`src/rtl/mips_pkg.sv`:
```
`default_nettype none
// ============================================================================
// mips_pkg : shared constants and types for the MIPS register-file blocks
// Rev 1.0
// ============================================================================
package mips_pkg;

  localparam int REG_ZERO       = 0;
  localparam int DATA_W_DEFAULT = 32;
  localparam int ADDR_W_DEFAULT = 5;

  typedef enum logic [0:0] {
    CLEAR = 1'b0,
    RUN   = 1'b1
  } rf_state_t;

endpackage
`default_nettype wire

```
`src/rtl/rf_read_port.sv`:
```
`default_nettype none
// ============================================================================
// rf_read_port : one asynchronous read mux with zero-detect and write bypass
// Rev 1.0
// ============================================================================
module rf_read_port
  import mips_pkg::*;
#(
  parameter int DATA_W = DATA_W_DEFAULT,
  parameter int ADDR_W = ADDR_W_DEFAULT,
  parameter int NWRITE = 1,
  parameter int BYPASS = 1
) (
  input  logic                            run,
  input  logic [ADDR_W-1:0]               raddr,
  input  logic [(2**ADDR_W)*DATA_W-1:0]   mem_flat,
  input  logic [NWRITE-1:0]               wen,
  input  logic [NWRITE*ADDR_W-1:0]        waddr,
  input  logic [NWRITE*DATA_W-1:0]        wdata,
  output logic [DATA_W-1:0]               rdata
);

  logic              w_hit;
  logic [DATA_W-1:0] w_byp;
  logic [DATA_W-1:0] w_word;

  // Ascending scan: the highest-numbered matching write port wins.
  always_comb begin
    w_hit = 1'b0;
    w_byp = '0;
    for (int j = 0; j < NWRITE; j++) begin
      if (wen[j] && (waddr[j*ADDR_W +: ADDR_W] == raddr)) begin
        w_hit = 1'b1;
        w_byp = wdata[j*DATA_W +: DATA_W];
      end
    end
  end

  always_comb begin
    w_word = mem_flat[raddr*DATA_W +: DATA_W];
    if ((BYPASS != 0) && w_hit) begin
      w_word = w_byp;
    end
    if (!run || (raddr == ADDR_W'(REG_ZERO))) begin
      rdata = '0;
    end else begin
      rdata = w_word;
    end
  end

endmodule
`default_nettype wire

```
`src/rtl/mips_regfile_mp.sv`:
```
`default_nettype none
// ============================================================================
// mips_regfile_mp : multi-port GPR file, r0 hardwired to zero, post-reset sweep
// Rev 1.0
// ============================================================================
module mips_regfile_mp
  import mips_pkg::*;
#(
  parameter int DATA_W = DATA_W_DEFAULT,
  parameter int ADDR_W = ADDR_W_DEFAULT,
  parameter int NREAD  = 2,
  parameter int NWRITE = 1,
  parameter int BYPASS = 1
) (
  input  logic                     clk,
  input  logic                     rst,
  output logic                     ready,
  input  logic [NREAD*ADDR_W-1:0]  raddr,
  output logic [NREAD*DATA_W-1:0]  rdata,
  input  logic [NWRITE-1:0]        wen,
  input  logic [NWRITE*ADDR_W-1:0] waddr,
  input  logic [NWRITE*DATA_W-1:0] wdata
);

  localparam int                DEPTH  = 2**ADDR_W;
  localparam logic [ADDR_W-1:0] c_LAST = ADDR_W'(DEPTH - 1);
  localparam logic [ADDR_W-1:0] c_ONE  = ADDR_W'(1);

  rf_state_t         r_state;
  logic [ADDR_W-1:0] r_clr_ptr;
  logic              r_ready;

  logic [DATA_W-1:0] r_mem  [1:DEPTH-1];
  logic              w_we   [1:DEPTH-1];
  logic [DATA_W-1:0] w_wd   [1:DEPTH-1];
  logic [DEPTH*DATA_W-1:0] w_mem_flat;
  logic              w_run;

  always_ff @(posedge clk or posedge rst) begin
    if (rst) begin
      r_state   <= CLEAR;
      r_clr_ptr <= c_ONE;
      r_ready   <= 1'b0;
    end else begin
      case (r_state)
        CLEAR: begin
          if (r_clr_ptr == c_LAST) begin
            r_state <= RUN;
            r_ready <= 1'b1;
          end else begin
            r_clr_ptr <= r_clr_ptr + c_ONE;
          end
        end
        RUN: begin
          r_ready <= 1'b1;
        end
        default: begin
          r_state   <= CLEAR;
          r_clr_ptr <= c_ONE;
          r_ready   <= 1'b0;
        end
      endcase
    end
  end

  assign w_run = (r_state == RUN);
  assign ready = r_ready;

  // Per-entry write decode; scanning ports upward lets port 1 win a conflict.
  always_comb begin
    for (int i = 1; i < DEPTH; i++) begin
      w_we[i] = 1'b0;
      w_wd[i] = '0;
      for (int j = 0; j < NWRITE; j++) begin
        if (wen[j] && (waddr[j*ADDR_W +: ADDR_W] == ADDR_W'(i))) begin
          w_we[i] = 1'b1;
          w_wd[i] = wdata[j*DATA_W +: DATA_W];
        end
      end
    end
  end

  // Storage carries no reset so it can map onto LUTRAM or plain flops.
  always_ff @(posedge clk) begin
    for (int i = 1; i < DEPTH; i++) begin
      if (r_state == CLEAR) begin
        if (r_clr_ptr == ADDR_W'(i)) begin
          r_mem[i] <= '0;
        end
      end else if (w_we[i]) begin
        r_mem[i] <= w_wd[i];
      end
    end
  end

  always_comb begin
    w_mem_flat = '0;
    for (int i = 1; i < DEPTH; i++) begin
      w_mem_flat[i*DATA_W +: DATA_W] = r_mem[i];
    end
  end

  for (genvar k = 0; k < NREAD; k++) begin : g_rd
    rf_read_port #(
      .DATA_W (DATA_W),
      .ADDR_W (ADDR_W),
      .NWRITE (NWRITE),
      .BYPASS (BYPASS)
    ) u_rd (
      .run      (w_run),
      .raddr    (raddr[k*ADDR_W +: ADDR_W]),
      .mem_flat (w_mem_flat),
      .wen      (wen),
      .waddr    (waddr),
      .wdata    (wdata),
      .rdata    (rdata[k*DATA_W +: DATA_W])
    );
  end

endmodule
`default_nettype wire
```
`config.mk`:
```
export PLATFORM = sky130hd
export DESIGN_NAME = mips_regfile_mp
export DESIGN_NICKNAME = d
export VERILOG_FILES = /design/src/rtl/mips_pkg.sv /design/src/rtl/rf_read_port.sv /design/src/rtl/mips_regfile_mp.sv
export SDC_FILE = /design/constraint.sdc
export NUM_CORES = 2
export LEC_CHECK = 0
export ABC_AREA = 0
export CAP_MARGIN = 20
export CORE_ASPECT_RATIO = 1.2
export CORE_UTILIZATION = 60
export DETAILED_ROUTE_END_ITERATION = 8
export GPL_TIMING_DRIVEN = 0
export PLACE_DENSITY = 0.77
export REMOVE_ABC_BUFFERS = 1
export SLEW_MARGIN = 20
export SYNTH_ARGS = -nofsm -noshare
export SYNTH_HDL_FRONTEND = slang
export SYNTH_SLANG_ARGS = --single-unit
```
`constraint.sdc`:
```
create_clock -name clk -period 6.55 [get_ports clk]
set_clock_uncertainty 0.1 [all_clocks]
set_input_delay 1.6375 -clock clk [delete_from_list [all_inputs] [get_ports clk]]
set_output_delay 1.6375 -clock clk [all_outputs]
set_load 0.02 [all_outputs]
```
======== Yosys cells after proc, flatten, opt, wreduce, memory -nomap -nowiden ========
Memory sizes are Yosys's and may differ from the RTL's.
Cells that the tools add are included.
word-level totals
  bits in registers ....................... 7
  memory bits (writable) .................. 992
  word-level logic and storage cells ...... 554
  memories ................................ 1
operators by class
  add/subtract/negate cells ............... 1
  equality and inequality tests ........... 65
  shifts and indexed selects .............. 2
  multiplexer cells ....................... 380
  bitwise logic cells ..................... 33
  reduce and logical (&&, ||, !) cells .... 69
memories
  memory  words  bits a word  rd ports  clocked after memory_dff  wr ports  RTL line               text
  r_mem   31     32           31        0                         1         mips_regfile_mp.sv:33  logic [DATA_W-1:0] r_mem [1:DEPTH-1];
operators by type and width
  cell                                                             count
  32-bit 2-to-1 mux                                                98
  1024-bit by 11-bit variable part select with 32-bit output       2
  32-bit OR reduction                                              30
  1-bit 2-to-1 mux                                                 251
  5-bit == test, second input constant                             32
  5-bit 2-to-1 mux                                                 30
  5-bit by 4-bit == test with 1-bit output, second input constant  16
  5-bit by 3-bit == test with 1-bit output, second input constant  8
  1-bit logical AND                                                33
  1-bit OR                                                         31
  5-bit by 2-bit == test with 1-bit output, second input constant  4
  5-bit by 1-bit == test with 1-bit output, second input constant  2
  5-bit == test                                                    2
  5-bit logical NOT                                                2
  5-bit by 1-bit adder with 5-bit output, second input constant    1
  1-bit logical OR                                                 2
  2-bit != test, second input constant                             1
  1-bit inverter                                                   2
  1-bit one-hot mux with 2 select lines                            1
  2-bit AND reduction                                              1
  1-bit logical NOT                                                1

======== Longest topological paths before layout ========
  word-level depth ........................ 38
  mapped depth ............................ 9

======== Modules after synthesis ========
A second synthesis with hierarchy kept.
unflattened totals
  cells, all modules ...................... 3,587
  area total of the unflattened synthesis .. 52,053.7 µm²
modules (own cells, without submodules)
  module           times used  cells an instance  area each (µm²)  sequential area each (µm²)
  mips_regfile_mp  1           2,351              35,723.0         29,965.0
  rf_read_port     2           618                8,165.3          0.0

======== Worst setup path before layout ========
Ideal clock, no wire load.
  path kind ............................... in2out
  start point ............................. in raddr[5]
  end point ............................... out rdata[42]
  arrival time ............................ 3.199 ns
  required time ........................... 4.812 ns
  slack ................................... 1.613 ns
  stages .................................. 9
  buffers on the path ..................... 6
  cells stage by stage .................... buf_6 > buf_12 > buf_12 > buf_6 > xnor2_1 > nand3_1 > buf_2 > buf_2 > a21oi_1
between the ends
  word-level cells in the longest chain between the ends .. 5
ends and longest elaborated chain
  element                                                                                             RTL line               text
  start, declared                                                                                     mips_regfile_mp.sv:18  input logic [NREAD*ADDR_W-1:0] raddr,
  branches (longest 4 deep; another with 1024-bit by 11-bit variable part select with 32-bit output)  --
  32-bit 2-to-1 mux (*)                                                                               rf_read_port.sv:44     if (!run || (raddr == ADDR_W'(REG_ZERO))) begin
  end, declared                                                                                       mips_regfile_mp.sv:19  output logic [NREAD*DATA_W-1:0] rdata,
Every way passes the cells marked *.

======== Worst setup path after layout ========
  start point ............................. in wen
  end point ............................... out rdata[18]
between the ends
  word-level cells in the longest chain between the ends .. 4
ends and longest elaborated chain
  element                                                       RTL line               text
  start, declared                                               mips_regfile_mp.sv:20  input logic [NWRITE-1:0] wen,
  1-bit logical AND (*)                                         rf_read_port.sv:32     if (wen[j] && (waddr[j*ADDR_W +: ADDR_W] == raddr)) begin
  32-bit 2-to-1 mux / 1-bit 2-to-1 mux (equally long branches)  rf_read_port.sv:32
  32-bit 2-to-1 mux (*)                                         rf_read_port.sv:41     if ((BYPASS != 0) && w_hit) begin
  32-bit 2-to-1 mux (*)                                         rf_read_port.sv:44
Every way passes the cells marked *; elsewhere a longest branch is shown, timed or not.

==> run_summary.xml <==
<?xml version="1.0" encoding="UTF-8"?>
<metrics>
  <group name="sta">
    <metric name="min_period" unit="ns">7.42</metric>
    <metric name="rsz_0062_raised_after_global_routing" unit="">true</metric>
    <metric name="clock.fmax" unit="MHz">135</metric>
    <metric name="finalSetupViolCount" unit="">27</metric>
    <metric name="postLayoutSetupSlackWorst" unit="ns">-0.865</metric>
    <metric name="relSlewSlack" unit="%">3.76</metric>
    <metric name="post-route-period-util" unit="%">113</metric>
    <metric name="worstMarginPinSlew" unit="ns">1.43</metric>
    <metric name="timing_hold_violations_final" unit="">0</metric>
    <metric name="finalMaxSlewViolations" unit="">0</metric>
  </group>
  <group name="route">
    <metric name="drtPass1Iterations" unit="">9</metric>
    <metric name="avgRoutedWirePerCell" unit="um">40.1</metric>
    <metric name="drt-initial-drc-count" unit="">7435</metric>
    <metric name="drcViolationCount" unit="">2</metric>
    <metric name="via_per_inst" unit="">7.76</metric>
    <metric name="postRouteWirelength" unit="um">207000</metric>
    <metric name="vias" unit="">40113</metric>
    <metric name="routed_antenna_nets" unit="">0</metric>
  </group>
  <group name="placed_design">
    <metric name="hpwlAfterDp" unit="um">119000</metric>
    <metric name="gp_routability_congestion" unit="">0.887</metric>
    <metric name="detailed_place.area" unit="mm^2">0.0594</metric>
    <metric name="place.port_buffers" unit="">114</metric>
  </group>
  <group name="global_route">
    <metric name="groute.usage.overall" unit="%">44.8</metric>
    <metric name="grt_first_pass_wirelength" unit="um">287000</metric>
    <metric name="grt_pass1_vias" unit="">39667</metric>
    <metric name="global_route.overflow_total" unit="">0</metric>
    <metric name="pin_count_of_the_biggest_net_entering_global_routing" unit="">72</metric>
    <metric name="antenna_found_initial" unit="">33</metric>
  </group>
  <group name="cells_and_area">
    <metric name="areaGrowthSynthToFinish" unit="%">16.7</metric>
    <metric name="net_total_in_the_final_layout" unit="">3967</metric>
    <metric name="final_layout_size_suffix_gt1_share" unit="%">23.5</metric>
    <metric name="final_core_occ" unit="%">71.0</metric>
    <metric name="final_area" unit="mm^2">0.0638</metric>
  </group>
  <group name="clock_tree">
    <metric name="number_of_buffers_inserted_for_hold_repair_after_clock_tree_synthesis" unit="">0</metric>
    <metric name="worstSkewPairLatency" unit="ns">0.71</metric>
    <metric name="cts-htree-levels" unit="">3</metric>
    <metric name="tritoncts_clock_tree" unit="">built</metric>
    <metric name="tritoncts.num_buffers" unit="">101</metric>
    <metric name="ctsLongestPathBuffers" unit="">3</metric>
    <metric name="clock_sink_count" unit="">999</metric>
    <metric name="clock_tree.root_cell" unit="">sky130_fd_sc_hd__clkbuf_16</metric>
    <metric name="path_clk_slew" unit="ns">0.07</metric>
  </group>
  <group name="worst_hold_path">
    <metric name="hold_class" unit="">reg -&gt; reg</metric>
  </group>
  <group name="power_and_ir_drop">
    <metric name="power.leakage" unit="uW">0.0240</metric>
    <metric name="power_per_cell_area" unit="mW/mm^2">218</metric>
    <metric name="worst_ir_drop_vdd" unit="uV">255</metric>
  </group>
  <group name="run_status">
    <metric name="outcome" unit="">finished, violations left</metric>
    <metric name="failed_checks" unit="">design-rule violations, negative setup slack</metric>
  </group>
  <group name="logic_synthesis">
    <metric name="postSynthCellCount" unit="">3948</metric>
    <metric name="ys_flop_type" unit="">sky130_fd_sc_hd__edfxtp_1</metric>
    <metric name="yosys_warnings" unit="">0</metric>
    <metric name="synth_top_area_cell" unit="">sky130_fd_sc_hd__edfxtp_1</metric>
    <metric name="netlist_top_cells_area" unit="">sky130_fd_sc_hd__edfxtp_1 (54%), sky130_fd_sc_hd__mux4_2 (14%), sky130_fd_sc_hd__and2_1 (11%), sky130_fd_sc_hd__mux2i_1 (4.9%), sky130_fd_sc_hd__mux2_2 (2.0%)</metric>
    <metric name="number_of_enable_flip_flop_cells_after_synthesis" unit="">992</metric>
    <metric name="ys_types" unit="">52</metric>
    <metric name="avgSynthCellArea" unit="um^2">13.8</metric>
    <metric name="ys_seq_area_share" unit="%">54.8</metric>
    <metric name="synth.cell_area" unit="mm^2">0.0547</metric>
    <metric name="most_instantiated_library_cell_after_synthesis" unit="">sky130_fd_sc_hd__and2_1</metric>
    <metric name="synth_top_area_share" unit="%">54.5</metric>
    <metric name="proportion_of_synthesized_flip_flops_having_asynchronous_set_or_reset" unit="%">0.701</metric>
    <metric name="synth.cells.most_frequent" unit="">sky130_fd_sc_hd__and2_1 (993), sky130_fd_sc_hd__edfxtp_1 (992), sky130_fd_sc_hd__mux4_2 (344)</metric>
    <metric name="synth.ff_latch_count" unit="">999</metric>
  </group>
  <group name="worst_setup_path">
    <metric name="cp-end-kind" unit="">primary output</metric>
    <metric name="worstSetupStartpointType" unit="">input pin</metric>
    <metric name="worst-endpoint-arrival" unit="ns">5.68</metric>
    <metric name="worstPathRequired" unit="ns">4.81</metric>
    <metric name="criticalPathCategory" unit="">in -&gt; out</metric>
    <metric name="critPathMaxFanout" unit="">17</metric>
  </group>
  <group name="floorplan">
    <metric name="fp-row-count" unit="">120</metric>
    <metric name="die_area" unit="mm^2">0.0923</metric>
    <metric name="design.core.area" unit="mm^2">0.0898</metric>
    <metric name="die_x" unit="um">278</metric>
    <metric name="die_h" unit="um">333</metric>
    <metric name="initial_core_util" unit="%">60.9</metric>
    <metric name="boundaryPins" unit="">115</metric>
  </group>
  <group name="run">
    <metric name="maxCapViolCount" unit="">0</metric>
  </group>
</metrics>
## repair_timing
| action | in CTS | in global routing |
|---|---|---|
| gates cloned | 18 | 3 |
| setup endpoints to repair | 64 | 56 |
| setup buffers | 8 | 8 |
| pin swaps | 7 | 7 |
| gates resized for setup | 88 | 38 |
## placed cells by master, fill, tap and decap left out, types with 29 or more instances in the layout
cell                              count
sky130_fd_sc_hd__o22ai_4             29
sky130_fd_sc_hd__mux2i_1            269
sky130_fd_sc_hd__edfxtp_1           992
sky130_fd_sc_hd__clkdlybuf4s50_1     67
sky130_fd_sc_hd__a22oi_1             70
sky130_fd_sc_hd__nand3_1             33
sky130_fd_sc_hd__nor2_4              38
sky130_fd_sc_hd__a21oi_1             44
sky130_fd_sc_hd__mux4_2             344
sky130_fd_sc_hd__and2_1             992
sky130_fd_sc_hd__nor2_1              51
sky130_fd_sc_hd__clkbuf_16          108
sky130_fd_sc_hd__o22ai_1             87
sky130_fd_sc_hd__nand2_1            126
sky130_fd_sc_hd__buf_16             111
sky130_fd_sc_hd__mux2_2              98
sky130_fd_sc_hd__o21ai_0             61
## through the flow
stage / total power [uW] / std cells / setup WS (ns) / TNS, ns / hold slack (ns)
6_report: 13900 / 5168 / -0.865 / -3.76 / 0.554
5_1_grt: 14100 / 5159 / -0.573 / -1.06 / 0.558
3_5_place_dp: 8180 / 4930 / -1.09 / -45.58 / 0.471
3_3_place_gp: 8390 / 4797 / -30.43 / -2381.67 / 0.448
2_1_floorplan: 7450 / 3524 / 0.517 / 0 / 0.403
4_1_cts: 13700 / 5142 / -0.138 / -0.138 / 0.493
## sequential cells by signal (all words and copies together) (netlist names)
signal	flops
r_state	1
r_mem	992
r_clr_ptr	5
ready	1
## power by group
group	leakage (uW)	internal (uW)	total, uW	switching [uW]
logic	0.0111	429	1290	857
registers	0.0114	6950	6950	1.37
clock network	0.00152	3130	5670	2550
## worst max-delay path, cell delays in order
cell                              delay (ns)
sky130_fd_sc_hd__clkdlybuf4s50_1        0.99
sky130_fd_sc_hd__nand2_1                0.39
sky130_fd_sc_hd__or2_4                  0.52
sky130_fd_sc_hd__o21ai_0                1.15
sky130_fd_sc_hd__a31oi_4                0.29
sky130_fd_sc_hd__clkdlybuf4s50_1        0.68
## final timing paths
| check | from | endpoint | slack [ns] | cells past startpoint |
|---|---|---|---|---|
| min reg2reg | r_clr_ptr[0] | r_clr_ptr[3] | 0.55 | 2 |
| min | r_clr_ptr[0] | r_clr_ptr[3] | 0.55 | 2 |
| max in group asynchronous | rst | r_clr_ptr[0] | 4.79 | 2 |
| max reg2reg | r_state | r_mem[0][1018] | 2.68 | 6 |
| min in group asynchronous | rst | r_clr_ptr[2] | 1.26 | 2 |
| max | wen | rdata[18] | -0.87 | 6 |
## routing by layer
| layer | part of all wire (%) | up-vias | GRT usage (%) | wire length (um) |
|---|---|---|---|---|
| li1 | - | 15032 | - | - |
| met1 | 30 | 19509 | 51.9 | 62300 |
| met2 | 43 | 4217 | 64.5 | 89200 |
| met3 | 18 | 1323 | 22.5 | 36900 |
| met4 | 8.9 | 32 | 31.0 | 18300 |
| met5 | 0.20 | - | 2.72 | 422 |
## final cells by class
cell class                      count  area (um^2)
Inverter                           11         53.8
Multi-Input combinational cell   2517        23900
Sequential cell                   999        30000
Clock buffer                      132         2740
Clock inverter                     54          384
Tap cell                         1159         1450
Antenna cell                       15         37.5
Timing Repair Buffer              281         5230
Fill cell                        5535        26000
## logic make-up (layout without fill, tap and decap cells)
group	Yosys count	count (layout)	share of synthesized area, %
AO/OA/AOI/OAI	490	490	6.26
XOR/XNOR	13	13	0.208
adder cells (fa/ha/maj)	6	6	0.137
buffers and inverters	435	478	3.76
flip-flops	999	999	54.8
multiplexers	711	711	21.1
other	0	15	0
AND/OR/NAND/NOR	1294	1297	13.7
No activity file was read; power rests on OpenSTA's default activity.
